[src/rtl/pc_next_sequencer_pkg.sv]
// Shared types and constants for the program-counter sequencer.
package pc_seq_pkg;

    // Program-counter / fetch address width
    localparam int PC_W = 32;

    // Default first fetch address after reset
    localparam logic [PC_W-1:0] RESET_PC_DEF = 32'h0000_0000;

    // Redirect request types carried on ctrl_type_i (3 is reserved)
    localparam logic [1:0] BR = 2'd0;
    localparam logic [1:0] J  = 2'd1;
    localparam logic [1:0] JR = 2'd2;

    // Sequencer states
    typedef enum logic [1:0] {
        BOOT  = 2'd0,
        FETCH = 2'd1,
        HOLD  = 2'd2
    } state_e;

endpackage

[src/rtl/pc_next_sequencer_if.sv]
// Fetch handshake toward instruction memory plus redirect requests from decode/control.
interface pc_next_sequencer_if;
    import pc_seq_pkg::*;

    logic            fetch_valid_o;
    logic [PC_W-1:0] fetch_addr_o;
    logic            fetch_ready_i;

    logic            ctrl_valid_i;
    logic [1:0]      ctrl_type_i;
    logic            ctrl_taken_i;
    logic [PC_W-1:0] ctrl_pc_i;
    logic [15:0]     ctrl_imm_i;
    logic [25:0]     ctrl_tgt_i;
    logic [PC_W-1:0] ctrl_rs_i;

    // Sequencer side: drives fetch, consumes redirects
    modport master (
        output fetch_valid_o, fetch_addr_o,
        input  fetch_ready_i,
        input  ctrl_valid_i, ctrl_type_i, ctrl_taken_i, ctrl_pc_i,
        input  ctrl_imm_i, ctrl_tgt_i, ctrl_rs_i
    );

    // Environment side: instruction memory and decode/control
    modport slave (
        input  fetch_valid_o, fetch_addr_o,
        output fetch_ready_i,
        output ctrl_valid_i, ctrl_type_i, ctrl_taken_i, ctrl_pc_i,
        output ctrl_imm_i, ctrl_tgt_i, ctrl_rs_i
    );

endinterface

[src/rtl/pc_next_sequencer_target_calc.sv]
// Combinational redirect-target arithmetic: branch, jump and jump-register.
module pc_target_calc
    import pc_seq_pkg::*;
(
    input  logic [1:0]      ctrl_type_i,
    input  logic [PC_W-1:0] ctrl_pc_i,
    input  logic [15:0]     ctrl_imm_i,
    input  logic [25:0]     ctrl_tgt_i,
    input  logic [PC_W-1:0] ctrl_rs_i,
    output logic [PC_W-1:0] target_o,
    output logic            misalign_o
);

    logic        [PC_W-1:0] p4;
    logic signed [PC_W-1:0] br_off;
    logic        [PC_W-1:0] br_tgt;
    logic        [PC_W-1:0] j_tgt;
    logic        [PC_W-1:0] jr_tgt;

    // Word offset sign-extended and scaled to bytes; sums wrap modulo 2^32
    assign p4     = ctrl_pc_i + PC_W'(4);
    assign br_off = {{14{ctrl_imm_i[15]}}, ctrl_imm_i, 2'b00};
    assign br_tgt = p4 + br_off;
    assign j_tgt  = {p4[31:28], ctrl_tgt_i, 2'b00};
    assign jr_tgt = {ctrl_rs_i[31:2], 2'b00};

    // Select the target for the request type; reserved type falls back to p4
    always_comb begin
        target_o   = p4;
        misalign_o = 1'b0;
        case (ctrl_type_i)
            BR:      target_o = br_tgt;
            J:       target_o = j_tgt;
            JR: begin
                target_o   = jr_tgt;
                misalign_o = (ctrl_rs_i[1:0] != 2'b00);
            end
            default: target_o = p4;
        endcase
    end

endmodule

[src/rtl/pc_next_sequencer.sv]
// Program counter owner: issues fetch addresses and applies redirects, stalls and flushes.
module pc_next_sequencer
    import pc_seq_pkg::*;
#(
    parameter logic [31:0] RESET_PC = RESET_PC_DEF,
    parameter int          AW       = PC_W
) (
    input  logic                clk_i,
    input  logic                rst_i,
    input  logic                stall_i,
    pc_next_sequencer_if.master bus,
    output logic                flush_o,
    output logic                misalign_o,
    output logic [AW-1:0]       pc_o
);

    state_e          state_q, state_d;
    logic [AW-1:0]   pc_q, pc_d;
    logic            pend_q, pend_d;
    logic [AW-1:0]   pend_tgt_q, pend_tgt_d;
    logic            flush_q, flush_d;
    logic            misalign_q, misalign_d;

    logic [AW-1:0]   calc_tgt;
    logic            calc_mis;
    logic            req_ok;
    logic            capture;
    logic            redir_vld;
    logic [AW-1:0]   redir_tgt;
    logic            accept;

    pc_target_calc u_calc (
        .ctrl_type_i (bus.ctrl_type_i),
        .ctrl_pc_i   (bus.ctrl_pc_i),
        .ctrl_imm_i  (bus.ctrl_imm_i),
        .ctrl_tgt_i  (bus.ctrl_tgt_i),
        .ctrl_rs_i   (bus.ctrl_rs_i),
        .target_o    (calc_tgt),
        .misalign_o  (calc_mis)
    );

    // A request redirects only for jumps and taken branches; the oldest pending one wins
    assign req_ok    = bus.ctrl_valid_i &&
                       ((bus.ctrl_type_i == J) || (bus.ctrl_type_i == JR) ||
                        ((bus.ctrl_type_i == BR) && bus.ctrl_taken_i));
    assign capture   = req_ok && !pend_q;
    assign redir_vld = pend_q || capture;
    assign redir_tgt = pend_q ? pend_tgt_q : calc_tgt;
    assign accept    = (state_q == FETCH) && bus.fetch_ready_i;

    // State register
    always_ff @(posedge clk_i or negedge rst_i) begin
        if (!rst_i) state_q <= BOOT;
        else        state_q <= state_d;
    end

    // Next-state logic: a stall takes effect only once the outstanding fetch is accepted
    always_comb begin
        state_d = state_q;
        case (state_q)
            BOOT:    state_d = FETCH;
            FETCH:   if (accept) state_d = stall_i ? HOLD : FETCH;
            HOLD:    if (!stall_i) state_d = FETCH;
            default: state_d = BOOT;
        endcase
    end

    // Outputs: the address shown is always the PC, valid only while fetching
    always_comb begin
        bus.fetch_valid_o = (state_q == FETCH);
        bus.fetch_addr_o  = pc_q;
        pc_o              = pc_q;
        flush_o           = flush_q;
        misalign_o        = misalign_q;
    end

    // Next PC, pending redirect and one-cycle pulse generation
    always_comb begin
        pc_d       = pc_q;
        pend_d     = pend_q;
        pend_tgt_d = pend_tgt_q;
        flush_d    = 1'b0;
        misalign_d = capture && calc_mis;
        if (capture) begin
            pend_d     = 1'b1;
            pend_tgt_d = calc_tgt;
        end
        if (accept) begin
            if (redir_vld) begin
                // The address just accepted was on the wrong path
                pc_d    = redir_tgt;
                pend_d  = 1'b0;
                flush_d = 1'b1;
            end else begin
                pc_d = pc_q + AW'(4);
            end
        end else if ((state_q == HOLD) && !stall_i && redir_vld) begin
            // Nothing was issued during the stall, so no flush is needed
            pc_d   = redir_tgt;
            pend_d = 1'b0;
        end
    end

    // Datapath and pulse registers
    always_ff @(posedge clk_i or negedge rst_i) begin
        if (!rst_i) begin
            pc_q       <= RESET_PC;
            pend_q     <= 1'b0;
            pend_tgt_q <= '0;
            flush_q    <= 1'b0;
            misalign_q <= 1'b0;
        end else begin
            pc_q       <= pc_d;
            pend_q     <= pend_d;
            pend_tgt_q <= pend_tgt_d;
            flush_q    <= flush_d;
            misalign_q <= misalign_d;
        end
    end

endmodule

[src/flat_wrapper.sv]
// flat-port wrapper written by rule: the top's interface ports become plain ports
module pc_next_sequencer_flat import pc_seq_pkg::*;
#(
    parameter logic [31:0] RESET_PC = RESET_PC_DEF,
    parameter int          AW       = PC_W
)
  (clk_i, rst_i, stall_i, flush_o, misalign_o, pc_o, bus_fetch_valid_o, bus_fetch_addr_o, bus_fetch_ready_i, bus_ctrl_valid_i, bus_ctrl_type_i, bus_ctrl_taken_i, bus_ctrl_pc_i, bus_ctrl_imm_i, bus_ctrl_tgt_i, bus_ctrl_rs_i);
  pc_next_sequencer_if bus_i ();
  input  logic clk_i;
  input  logic rst_i;
  input  logic stall_i;
  output logic flush_o;
  output logic misalign_o;
  output logic [AW-1:0] pc_o;
  output wire logic [$bits(bus_i.fetch_valid_o)-1:0] bus_fetch_valid_o;
  output wire logic [$bits(bus_i.fetch_addr_o)-1:0] bus_fetch_addr_o;
  input wire logic [$bits(bus_i.fetch_ready_i)-1:0] bus_fetch_ready_i;
  input wire logic [$bits(bus_i.ctrl_valid_i)-1:0] bus_ctrl_valid_i;
  input wire logic [$bits(bus_i.ctrl_type_i)-1:0] bus_ctrl_type_i;
  input wire logic [$bits(bus_i.ctrl_taken_i)-1:0] bus_ctrl_taken_i;
  input wire logic [$bits(bus_i.ctrl_pc_i)-1:0] bus_ctrl_pc_i;
  input wire logic [$bits(bus_i.ctrl_imm_i)-1:0] bus_ctrl_imm_i;
  input wire logic [$bits(bus_i.ctrl_tgt_i)-1:0] bus_ctrl_tgt_i;
  input wire logic [$bits(bus_i.ctrl_rs_i)-1:0] bus_ctrl_rs_i;
  assign bus_fetch_valid_o = bus_i.fetch_valid_o;
  assign bus_fetch_addr_o = bus_i.fetch_addr_o;
  assign bus_i.fetch_ready_i = bus_fetch_ready_i;
  assign bus_i.ctrl_valid_i = bus_ctrl_valid_i;
  assign bus_i.ctrl_type_i = bus_ctrl_type_i;
  assign bus_i.ctrl_taken_i = bus_ctrl_taken_i;
  assign bus_i.ctrl_pc_i = bus_ctrl_pc_i;
  assign bus_i.ctrl_imm_i = bus_ctrl_imm_i;
  assign bus_i.ctrl_tgt_i = bus_ctrl_tgt_i;
  assign bus_i.ctrl_rs_i = bus_ctrl_rs_i;
  pc_next_sequencer #(.RESET_PC(RESET_PC), .AW(AW)) u_core (.clk_i(clk_i), .rst_i(rst_i), .stall_i(stall_i), .bus(bus_i), .flush_o(flush_o), .misalign_o(misalign_o), .pc_o(pc_o));
endmodule
[config.mk]
export PLATFORM = sky130hd
export DESIGN_NAME = pc_next_sequencer_flat
export DESIGN_NICKNAME = d
export VERILOG_FILES = /design/src/rtl/pc_next_sequencer_pkg.sv /design/src/rtl/pc_next_sequencer_if.sv /design/src/rtl/pc_next_sequencer_target_calc.sv /design/src/rtl/pc_next_sequencer.sv /design/src/flat_wrapper.sv
export SDC_FILE = /design/constraint.sdc
export NUM_CORES = 1
export LEC_CHECK = 0
export CAP_MARGIN = 20
export CORE_ASPECT_RATIO = 0.8
export CORE_MARGIN = 5
export CORE_UTILIZATION = 30
export CTS_CLUSTER_SIZE = 10
export DETAILED_ROUTE_END_ITERATION = 8
export HOLD_SLACK_MARGIN = 0.06
export PLACE_DENSITY = 0.52
export SETUP_SLACK_MARGIN = 0.15
export SKIP_LAST_GASP = 1
export SYNTH_ARGS = -nofsm -noshare
export SYNTH_HDL_FRONTEND = slang
export SYNTH_SLANG_ARGS = --single-unit
[constraint.sdc]
create_clock -name clk_i -period 2.3 [get_ports clk_i]
set_input_delay 0.46 -clock clk_i [delete_from_list [all_inputs] [get_ports clk_i]]
set_output_delay 0.46 -clock clk_i [all_outputs]
set_load 0.1 [all_outputs]
==> results.md <==
- Status: finished with violations
- Failing checks: setup timing
- ANT cells: 0
- Tcrit/Tclk final: 1.44
- First-pass iteration count of the detailed router: 5
- Critical Path Source Type: input pin
- # port buffers: 180
- Non-filler instance count after layout: 1630
- Finished Cell Area: 0.0127 sq mm
- Maximum clock path buffer count: 2
- Slew Limit Fails: 0
- Initial antenna violation count: 2
- Cells after Synth: 880
- Clock sinks: 69
- Area share of the largest cell type after synthesis: 0.256
- CP delay by family, top: simple AND/OR/NAND/NOR gates
- Worst path slowest cell: nor4_4
- TritonCTS clock tree: built
- DIE AREA: 0.0256 sq mm
- Largest net degree at the start of global routing: 70
- Post-synth EDFFs: 0
- Worst Slack Setup Final: -1010 ps
- Met2 WL: 14.1 mm
- CTS Buf Count: 9
- Largest area contributor in the netlist: dfrtp_1
- P_int: 0.00530 W
- Placed cells: 1553
- Synth Net Count: 1036
- Seq pwr share: 0.179
- Part of the power in the clock network: 0.127
- Total global-route track usage: 0.231
- Leading post-synthesis cells by cell area: dfrtp_1 (26%), ha_1 (7.6%), nand2_1 (5.7%)
- P_leak: 5.56 nW
- Detailed Place HPWL: 22.9 mm
- Commonest register cell after synthesis: dfrtp_1
- Iter 0 DRT Violations: 608
- Core box area: 0.0223 sq mm
- Vias in the first global route: 8463
- Crit Path Class: input pin to register
- CTS H-tree lvls: 3
- Synth Warn #: 0
- Synth-to-layout area growth: 88.9%
- Endpoints failing hold: 0
- First-pass GRT wire length: 46.6 mm
- Vias: 8531
- Worst path required time: 2540 ps
- Pwr/cell area: 991 mW/mm^2
- Worst reg2reg path endpoint: u_core.bus.fetch_addr_o[30]
- Final nets: 1475
- FP Rows: 49
- Max Clock Freq: 302 MHz
- Pre-CTS setup slack: -1900 ps
- Layout Skew: 5.54 ps
- Setup TNS: -36110 ps
- Worst VDD drop: 1220 uV
- Reg-to-reg setup timing slack: 90 ps
- Count leader, synth: nand2_1
- Wire length on met3: 1.90 mm
- Share of the core filled with cells in the final layout: 0.571
- Die span in x: 178 um
- Hold-fix buffers, CTS: 0
- Effective utilization at floorplan: 0.302
- Endpoint type of the worst setup path: register
- DRT met1 WL: 14.0 mm
- Sequential share of the synthesized area: 0.256
- Worst path arrival time: 3550 ps
- Comb pwr share: 0.694
- Setup-failing EPs final: 54
- Clock latency on the worst-skew pair: 330 ps
- Layout cells sized above 1: 0.473
- Drt wl/cell: 18.8 um
- FF-to-FF path depth: 10
- Post-Route WL: 30.7 mm
- Fraction of registers with async set/reset: 1.00
- Max FO, Critical Path: 3
- RSZ-0062 raised after global routing: true
- Syn Area/Cell: 7.67 sq um
- WP buf/inv: 5
- Cell Area, Placed: 0.0107 sq mm
- Post-synth top cells: nand2_1 (102), o21ai_0 (74), a21oi_1 (73), dfrtp_1 (69), nor2_1 (67)
- Crit path top cell by count: buf_4
- IO Pins: 181
- Slew HR: 0.574
- Die Ht: 144 um
- Cell variety after synth: 67
- Clock root buffer: clkbuf_16
- Max-Cap Viols: 0
- # DRC: 0
- Worst-Margin Slew: 639 ps
- Area of the mapped netlist: 0.00675 sq mm
- Routed Antenna Nets: 0
- Post-route minimum period: 3310 ps
- Critical R2R Launch: u_core.bus.fetch_addr_o[2]
- Sw Share: 0.580
- Critical Path Max Stage Delay: 360 ps
- CP Cell Sequence: buf_4, nand3_4, nor3_4, buf_6, buf_4, nand3_2, xnor2_2, ha_1, a21oi_2, buf_4, nand3_2, nor4_4, buf_4, o31a_1, xnor2_1, nand2_1, o2bb2ai_2, a221oi_2
- NetSw: 0.00732 W
- GRT overflow: 0
- Vias per std cell: 5.23
- Post-synthesis register bit count: 69
- GPL Wtd Cong: 0.961
- Hold Path Class: input pin to async pin
- Top sig layer: met5
- Worst-path clk slew: 60 ps
## final cells by class
cell class	instances	area, sq um
Tap cell	306	383
Multi-Input combinational cell	709	5820
Sequential cell	69	1740
Inverter	27	101
Timing Repair Buffer	503	4360
Fill cell	2030	9570
Clock inverter	6	111
Clock buffer	10	229
## logic make-up after synthesis
group                      share of synthesized area
adders and majority gates                     0.0790
buffers and inverters                         0.0749
xor gates and xnor gates                      0.0608
AOI/OAI and AO/OA                              0.288
DFF                                            0.256
muxes                                         0.0189
and+or+nand+nor                                0.223
## sequential cells by signal, summed over array words and instances (netlist names)
name / flops
u_core.pend_tgt_q: 32
u_core.misalign_o: 1
u_core.pend_q: 1
u_core.bus.fetch_addr_o: 32
u_core.flush_o: 1
u_core.state_q: 2
## worst max-delay path by stage
| stage | cells after the start | slack [ps] | endpoint | start |
|---|---|---|---|---|
| 5_1_grt | 18 | -1160 | u_core.bus.fetch_addr_o[26] | bus_ctrl_pc_i[9] |
| 3_3_place_gp | 18 | -1870 | u_core.bus.fetch_addr_o[31] | bus_ctrl_pc_i[13] |
| 4_1_cts | 15 | -1000 | u_core.bus.fetch_addr_o[28] | bus_ctrl_pc_i[12] |
| 2_1_floorplan | 17 | -940 | u_core.bus.fetch_addr_o[27] | bus_ctrl_pc_i[12] |
| 3_5_place_dp | 18 | -1900 | u_core.bus.fetch_addr_o[31] | bus_ctrl_pc_i[12] |
| 6_report | 18 | -1010 | u_core.bus.fetch_addr_o[26] | bus_ctrl_pc_i[9] |
## placed cells by master (no fill, tap or decap), types with 17 or more instances in the layout
| master | n |
|---|---|
| a21oi_1 | 51 |
| o21ai_1 | 24 |
| nor2_1 | 57 |
| buf_6 | 44 |
| nand3_1 | 33 |
| clkdlybuf4s50_1 | 91 |
| ha_4 | 19 |
| buf_4 | 346 |
| dfrtp_1 | 61 |
| a21o_1 | 18 |
| a221oi_1 | 19 |
| ha_1 | 19 |
| nor3_1 | 17 |
| inv_1 | 20 |
| o21ai_0 | 39 |
| nand4_1 | 20 |
| nand2_1 | 89 |
## per-stage QoR
step                      hold slack, ps  power, W
after floorplan                      164   0.00843
after global placement               459    0.0105
after detailed placement             466    0.0105
after CTS                            157    0.0124
after global routing                 184    0.0132
final                                120    0.0126
## power by group through the flow
stage	Clock (W)	Combinational [W]	Sequential, W
2_1_floorplan	0	0.00417	0.00426
3_3_place_gp	0	0.00819	0.00226
3_5_place_dp	0	0.00823	0.00227
4_1_cts	0.00163	0.00856	0.00226
5_1_grt	0.00167	0.00916	0.00235
6_report	0.00160	0.00876	0.00226
## timing repair
action,4_1_cts,5_1_grt
resized for setup,238,96
pin swaps,104,88
buffers inserted,38,20
gates cloned,3,0
endpoints found under the setup margin,62,59
## routing by layer
| metal | up-vias | GRT usage |
|---|---|---|
| met3 | 51 | 0.0439 |
| met4 | 4 | 0.0570 |
| met2 | 271 | 0.374 |
| met1 | 4077 | 0.319 |
| met5 | - | 0 |
| li1 | 4128 | - |
Power figures use the tool's default switching activity.
